### config.mk
export PLATFORM = sky130hd
export DESIGN_NAME = posit_mul_core
export DESIGN_NICKNAME = d
export VERILOG_FILES = /design/src/rtl/posit_mul_core.sv
export SDC_FILE = /design/constraint.sdc
export NUM_CORES = 1
export LEC_CHECK = 0
export ABC_CLOCK_PERIOD_IN_PS = 1600
export BUFFER_PORTS_ARGS = -buffer_cell sky130_fd_sc_hd__buf_4
export CORE_MARGIN = 1.5
export CORE_UTILIZATION = 49
export CTS_BUF_LIST = sky130_fd_sc_hd__clkbuf_16
export DETAILED_ROUTE_END_ITERATION = 10
export PLACE_DENSITY = 0.86
export SYNTH_ARGS = -nofsm -noshare
export SYNTH_HDL_FRONTEND = slang
export SYNTH_SLANG_ARGS = --single-unit
### constraint.sdc
create_clock -name clk -period 1.6 [get_ports clk]
set_input_delay 0.08 -clock clk [delete_from_list [all_inputs] [get_ports clk]]
set_output_delay 0.08 -clock clk [all_outputs]
set_load 0.02 [all_outputs]
### src/rtl/posit_mul_core.sv
// Posit significand multiplier: sequential shift-add product with scale
// accumulation and single-step normalization, one transaction in flight.
module posit_mul_core #(
    parameter int N  = 8,
    parameter int ES = 4,
    parameter int RS = $clog2(N),
    localparam int MW = N - 3 - ES,
    localparam int SW = RS + ES + 4,
    localparam int FW = 2 * MW + 1
) (
    input  logic                 clk,
    input  logic                 rst_n,
    input  logic                 in_valid,
    output logic                 in_ready,
    input  logic                 a_sign,
    input  logic                 b_sign,
    input  logic signed [RS+1:0] a_regime,
    input  logic signed [RS+1:0] b_regime,
    input  logic [ES-1:0]        a_exp,
    input  logic [ES-1:0]        b_exp,
    input  logic [MW-1:0]        a_mant,
    input  logic [MW-1:0]        b_mant,
    input  logic                 a_inf,
    input  logic                 b_inf,
    input  logic                 a_zero,
    input  logic                 b_zero,
    output logic                 out_valid,
    input  logic                 out_ready,
    output logic                 o_sign,
    output logic signed [SW-1:0] o_scale,
    output logic [FW-1:0]        o_mant,
    output logic                 o_inf,
    output logic                 o_zero
);

    localparam int PW = 2 * MW + 2;
    localparam int CW = $clog2(MW + 2);

    typedef enum logic [1:0] {IDLE, MUL, NORM, DONE} state_t;

    state_t          state_q, state_d;
    logic [CW-1:0]   cnt_q, cnt_d;
    logic [PW-1:0]   prod_q, prod_d;
    logic [PW-1:0]   mcand_q, mcand_d;
    logic [MW:0]     mplier_q, mplier_d;
    logic            sign_q, sign_d;
    logic [SW-1:0]   scale_q, scale_d;
    logic [FW-1:0]   mant_q, mant_d;
    logic            inf_q, inf_d;
    logic            zero_q, zero_d;

    // regime*2^ES + exp is a plain concatenation since exp < 2^ES
    logic [SW-1:0]   scl_a, scl_b;
    logic            special;

    assign scl_a   = {{(SW-RS-2-ES){a_regime[RS+1]}}, a_regime, a_exp};
    assign scl_b   = {{(SW-RS-2-ES){b_regime[RS+1]}}, b_regime, b_exp};
    assign special = a_inf | b_inf | a_zero | b_zero;

    always_comb begin
        state_d  = state_q;
        cnt_d    = cnt_q;
        prod_d   = prod_q;
        mcand_d  = mcand_q;
        mplier_d = mplier_q;
        sign_d   = sign_q;
        scale_d  = scale_q;
        mant_d   = mant_q;
        inf_d    = inf_q;
        zero_d   = zero_q;
        unique case (state_q)
            IDLE: begin
                if (in_valid) begin
                    cnt_d    = '0;
                    prod_d   = '0;
                    mant_d   = '0;
                    mcand_d  = {{(PW-MW-1){1'b0}}, 1'b1, a_mant};
                    mplier_d = {1'b1, b_mant};
                    inf_d    = a_inf | b_inf;
                    zero_d   = ~(a_inf | b_inf) & (a_zero | b_zero);
                    if (special) begin
                        sign_d  = 1'b0;
                        scale_d = '0;
                        state_d = DONE;
                    end else begin
                        sign_d  = a_sign ^ b_sign;
                        scale_d = scl_a + scl_b;
                        state_d = MUL;
                    end
                end
            end
            MUL: begin
                if (mplier_q[0]) prod_d = prod_q + mcand_q;
                mcand_d  = mcand_q << 1;
                mplier_d = mplier_q >> 1;
                cnt_d    = cnt_q + CW'(1);
                if (cnt_q == CW'(MW)) state_d = NORM;
            end
            NORM: begin
                if (prod_q[PW-1]) begin
                    mant_d  = prod_q[FW-1:0];
                    scale_d = scale_q + SW'(1);
                end else begin
                    mant_d  = {prod_q[FW-2:0], 1'b0};
                end
                state_d = DONE;
            end
            DONE: begin
                if (out_ready) state_d = IDLE;
            end
            default: state_d = IDLE;
        endcase
    end

    always_ff @(posedge clk or negedge rst_n) begin
        if (!rst_n) begin
            state_q  <= IDLE;
            cnt_q    <= '0;
            prod_q   <= '0;
            mcand_q  <= '0;
            mplier_q <= '0;
            sign_q   <= 1'b0;
            scale_q  <= '0;
            mant_q   <= '0;
            inf_q    <= 1'b0;
            zero_q   <= 1'b0;
        end else begin
            state_q  <= state_d;
            cnt_q    <= cnt_d;
            prod_q   <= prod_d;
            mcand_q  <= mcand_d;
            mplier_q <= mplier_d;
            sign_q   <= sign_d;
            scale_q  <= scale_d;
            mant_q   <= mant_d;
            inf_q    <= inf_d;
            zero_q   <= zero_d;
        end
    end

    // Results are only presented while DONE; elsewhere outputs read zero
    assign in_ready  = (state_q == IDLE);
    assign out_valid = (state_q == DONE);
    assign o_sign    = out_valid & sign_q;
    assign o_scale   = out_valid ? scale_q : '0;
    assign o_mant    = out_valid ? mant_q : '0;
    assign o_inf     = out_valid & inf_q;
    assign o_zero    = out_valid & zero_q;

endmodule

* Word-level counts from Yosys, hierarchy flattened
Cells that the tools add are included.
Cells by class: eq/ne operators 9, multiplexer cells 24, bitwise logic cells 10, $add $sub $neg 4, reductions and logical operators 9
Operators by type and width (count):
- 11-bit 2-to-1 mux | 4
- 11-bit case mux with 2 select lines | 1
- 4-bit case mux with 2 select lines | 2
- 2-bit 2-to-1 mux | 6
- 4-bit 2-to-1 mux | 3
- 11-bit by 1-bit adder with 11-bit output, second input constant | 1
- 9-bit by 9-bit adder with 10-bit output | 1
- 3-bit 2-to-1 mux | 3
- 3-bit AND reduction | 3
- 2-bit != test, second input constant | 4
- 2-bit case mux with 2 select lines | 2
- 2-bit case mux with 4 select lines | 1
- 3-bit case mux with 2 select lines | 1
- 2-bit AND reduction | 3
- 4-bit adder | 1
- 1-bit AND | 4
- 2-bit by 1-bit == test with 1-bit output, second input constant | 2
- 2-bit == test, second input constant | 2
- 1-bit OR | 4
- 2-bit nonzero test | 2
- 2-bit by 1-bit adder with 2-bit output, second input constant | 1
- 2-bit zero test | 1
- 2-bit by 1-bit != test with 1-bit output, second input constant | 1
- 1-bit 2-to-1 mux | 1
- 2 further kinds | 2
Word-level totals: register bits after elaboration 31, input bits 30, output and inout bits 19, logic and storage cells 66

* Logic depth before layout (Yosys ltp)
depth after elaboration 6, depth in mapped cells 10, depth with buffers taken out 8

* Worst setup path after synthesis
Ideal clock, no wire load.
path kind register to register, start register state_q[0], end register scale_q[9], library setup time 0.126 ns, required time 1.474 ns, clock period less this slack 1.795 ns, stages on the path, launching flop included 9, path buffers 1, arrival time 1.669 ns, path slack -0.195 ns, cell sequence dfrtp_1 inv_1 ha_1 or2_4 nand2_4 a21oi_2 buf_4 nand2_1 a221o_1
On the way: word-level cells in the longest chain between the ends 3, elaborated cells between the ends (all ways) 7, classes of those cells eq/ne: 3; mux: 1; reduce/logical: 3
Ends and longest elaborated chain:
- start, declared | line 41 | state_t state_q, state_d;
- start signal, assigned | line 128 | state_q <= state_d;
- 2-bit zero test *
- net in_ready | line 14 | output logic in_ready,
- 2-bit != test (no line) / 2-bit nonzero test (equally long branches)
- 3-bit AND reduction (no line)
- end signal, assigned | line 134 | scale_q <= scale_d;
- end, declared | line 47 | logic [SW-1:0] scale_q, scale_d;
Mark *: on every way through the listed nets, which the timed path passes. The rest lies on a longest branch. A chain may end at the register's enable or synchronous reset.

* Worst setup path after layout
start register state_q[1], end register scale_q[9]
On the way: word-level cells in the longest chain between the ends 3, elaborated cells between the ends (all ways) 7, classes of those cells eq/ne: 3; mux: 1; reduce/logical: 3
Ends and longest elaborated chain:
- 2-bit == test / 2-bit zero test (equally long branches) | line 71 | unique case (state_q)
- 2-bit != test (no line) / 2-bit nonzero test (equally long branches)
- 3-bit AND reduction (no line)
Several ways; a longest one is shown, not always the timed one.

==> results.md <==
- The run finished, with violations left.
- The checks that failed: negative setup slack.
- The top cell type by area accounts for 34.3% of the synthesized area.
- The most repeated cell in the gate-level netlist after synthesis is nand2_1.
- The filler cells instantiated in the layout total 305.
- The clock reaches the later pin of the worst-skew pair after 0.28 ns.
- The floorplan step defined a die boundary enclosing 5030 um2.
- Of all nets on the critical path, the largest fanout is 4.
- The most area-hungry cell type in the Yosys netlist is dfrtp_1.
- The analysis attributes to net switching a power of 2.33 mW.
- The critical path is of the reg -> reg type.
- After floorplanning, the core was divided into 24 placement rows.
- The proportion of synthesized chip area in sequential cells is 34.3%.
- The share of flip-flops with an asynchronous set or reset after synthesis is 100%.
- The number of nets produced by synthesis is 305.
- The growth of design area from synthesis to finish is 44.7%.
- Measured along the y axis, the die boundary spans 70.9 um.
- The clock-pin slew on the worst setup and hold paths is 0.05 ns.
- Headroom to the max-slew limit came out at 73.4%.
- The total wire length after detailed routing is 6040 um.
- The effective utilization at floorplan is 51.6%.
- During I/O placement, the number of pins put on the boundary was 49.
- The portion of total power attributed to combinational logic is 60.6%.
- The critical path goes through buf_6 > ha_4 > or2_4 > o211ai_4 > nor2_4 > o21a_1 > a221o_1.
- Across the VDD grid, the largest voltage drop is 0.719 mV.
- The cell area power density is 1700 nW/um2.
- Across the run, the number of max-cap violations was 0.
- The total number of yosys warnings is 0.
- In this run switching power makes up 42.0% of total power.
- The first global-routing pass estimated 10100 um of wire.
- The transition at the pin with the smallest max-transition slack is 0.400 ns.
- The area of combinational cells with multiple inputs is 1540 um2.
- The via count of the first global-routing pass was 2274.
- By count the netlist is led by nand2_1, dfrtp_1, o21ai_0, ha_1, and2_1.
- The placed instances occupy a cell area of 2940 um2.
- A synthesized cell averages 8.87 um2.
- The total DRC errors in the routed layout is 0.
- The initial antenna violation count is 0.
- Once placement completed, the tool counted placed cells totaling 382.
- The top flip-flop cell by instance count after synthesis is dfrtp_1.
- The total clock sinks is 31.
- The worst hold path belongs to the class in -> reg.
- The total overflow left after global routing is 0.
- The worst setup path is captured at a flop.
- From left edge to right edge, the die measures 70.9 um.
- For this block, the via count after detailed routing is 2280.
- 0 antenna diodes ended up in the layout.
- The sequential share of power is 23.4%.
- The largest single stage delay on the critical path is 0.40 ns.
- The tightest hold path in the finished design has a slack of 0.0893 ns.
- The first detailed-routing pass ran for 4 iterations.
- The number of input and output port buffers inserted is 48.
- The detailed-route wire length per cell is 15.2 um.
- The unique cell type count in the Yosys netlist is 52.
- The number of buffers on the longest clock path is 2.
- After detailed routing, the number of vias per cell comes to 5.76.
- The count of H-tree levels built during CTS is 2.
- The synthesized cell area is 2260 um2.
- The hold violation total from the final report is 0.
- The largest net degree at the start of global routing is 32.
- In the final layout, flip-flops and latches occupy 776 um2.
- The number of nets with antenna violations after routing is 0.
- Once layout is complete, the utilization of the core stands at 74.6%.
- The final critical path time including I/O delays and setup is 1.71 ns.
- The last weighted congestion value of the routability-driven placer is 0.869.
- For this run, the post-layout net count is 393.
- Cells with a size suffix above 1 make up 39.8% of the layout.
- The HPWL after detailed placement is 4190 um.
- Data on the critical path arrives at its endpoint at 1.87 ns.
- The final number of max-transition violations is 0.
- The leakage power total is 1.57 nW.
- The number of enable flip-flop cells after synthesis is 0.
- The post-route standard cell area excluding fillers is 3270 um2.
- Synthesis produced a netlist whose cell count is 255.
- Clock tree synthesis selected as its root buffer the cell clkbuf_16.
- The worst setup path is launched from a flop.
- Before CTS, the worst setup slack after placement is -0.247 ns.
- Global routing used 25.2% of the available tracks.
- The number of synthesized register bits is 31.
- The placeable core region is 4380 um2.
- The number of violations reported at the end of detailed-routing iteration 0 is 131.
- Once routing completed, OpenROAD measured the worst setup slack at -0.113 ns.
- STA puts the critical path data required time at 1.76 ns.
- Per report_power, the clock group accounts for 16.0% of the total.
- The final critical path takes up 107% of the cycle.
- The number of buffers created by CTS is 5.
- The internal portion of the total power is 3.23 mW.
- The final standard cell count with taps included and fillers excluded is 396.
- The standard cell with the maximum stage delay on the critical path is dfrtp_1.
- TritonCTS built the clock tree.
- Timing would allow up to 0.584 GHz.
- Setup repair after global routing could not meet its margin everywhere.
- By area the synthesized netlist is led by dfrtp_1, ha_1, nand2_1, o21ai_0, and2_1.
- Setup violations remaining at the end of the flow were counted as 13.
- The setup skew after layout is 0.00559 ns.
## kinds of logic (layout without fill, tap and decap cells)
family / after synthesis / count (layout) / synth area share (%)
AND/OR/NAND/NOR: 93 / 93 / 22.0
AO/OA/AOI/OAI: 75 / 75 / 21.6
flip-flops: 31 / 31 / 34.3
buffers and inverters: 22 / 111 / 4.70
adder cells (fa/ha/maj): 20 / 20 / 11.7
XOR/XNOR: 10 / 10 / 3.87
multiplexers: 4 / 4 / 1.77
## registers in the layout (all words and copies together) (netlist names)
| register | flops |
|---|---|
| prod_q | 4 |
| zero_q | 1 |
| cnt_q | 2 |
| inf_q | 1 |
| scale_q | 11 |
| state_q | 2 |
| mant_q | 3 |
| sign_q | 1 |
| mplier_q | 2 |
| mcand_q | 4 |
## worst max-delay path, delay by kind of cell (launching register included)
family                     cells  cell delay [ns]
buffers and inverters          1             0.13
DFF                            1             0.40
adders and majority gates      1             0.15
and+or+nand+nor                2             0.34
AOI/OAI and AO/OA              3             0.56
## power groups by stage
stage	registers, mW	logic (mW)	clock network (mW)
global placement	1.28	2.69	0
detailed placement	1.29	2.78	0
finish	1.30	3.37	0.891
global route	1.33	3.68	0.928
floorplan	1.25	1.77	0
CTS	1.29	3.03	0.902
## per-stage QoR
stage / power [mW] / TNS, ns
2_1_floorplan: 3.02 / -0.294
3_3_place_gp: 3.97 / -0.779
3_5_place_dp: 4.08 / -1.25
4_1_cts: 5.22 / -0.336
5_1_grt: 5.94 / -1.80
6_report: 5.56 / -0.504
## area by class of cell
type                            count  share of cell area, %
Tap cell                           52                   1.99
Timing Repair Buffer               90                   21.3
Inverter                           13                   1.57
Sequential cell                    31                   23.7
Multi-Input combinational cell    202                   47.2
Clock buffer                        5                   3.83
Clock inverter                      3                  0.383
## cell usage in the layout (no fill, tap or decap), drive strengths merged, types with 5 or more instances in the layout
master and n:
buf 89, nand2 38, dfrtp 31, o21ai 27, and2 18, ha 18
a21oi 16, inv 15, nor2 10, nand3 9, xnor2 6, a21o 6
clkbuf 5, o22ai 5
## repair_timing
| action | 4_1_cts | 5_1_grt |
|---|---|---|
| endpoints found under the setup margin | 28 | 36 |
| hold endpoints to repair | 31 | 0 |
| buffers inserted | 2 | 3 |
| gates cloned | 0 | 0 |
| hold buffers | 1 | 0 |
| pin swaps | 8 | 12 |
| resized for setup | 22 | 20 |
## layer usage
| metal | share of wire (%) | up-vias | routed length, um | track usage, % |
|---|---|---|---|---|
| met2 | 50 | 76 | 3040 | 41.7 |
| met1 | 42 | 1101 | 2550 | 31.4 |
| met5 | 0 | - | 0 | 0 |
| met4 | 2.4 | 0 | 142 | 13.8 |
| met3 | 5.1 | 14 | 305 | 3.85 |
| li1 | - | 1089 | - | - |
## path summary, 6_finish.rpt
check	startpoint	endpoint	slack (ns)	depth (start not counted)
worst max register to register	state_q[1]	scale_q[9]	-0.11	7
min in group asynchronous	rst_n	mplier_q[1]	0.28	2
worst min-delay path	a_sign	sign_q	0.09	4
worst min register to register	mant_q[2]	mant_q[2]	0.47	2
worst max-delay path	state_q[1]	scale_q[9]	-0.11	7
max in group asynchronous	rst_n	scale_q[2]	1.03	2
No activity file was read; power rests on OpenSTA's default activity.
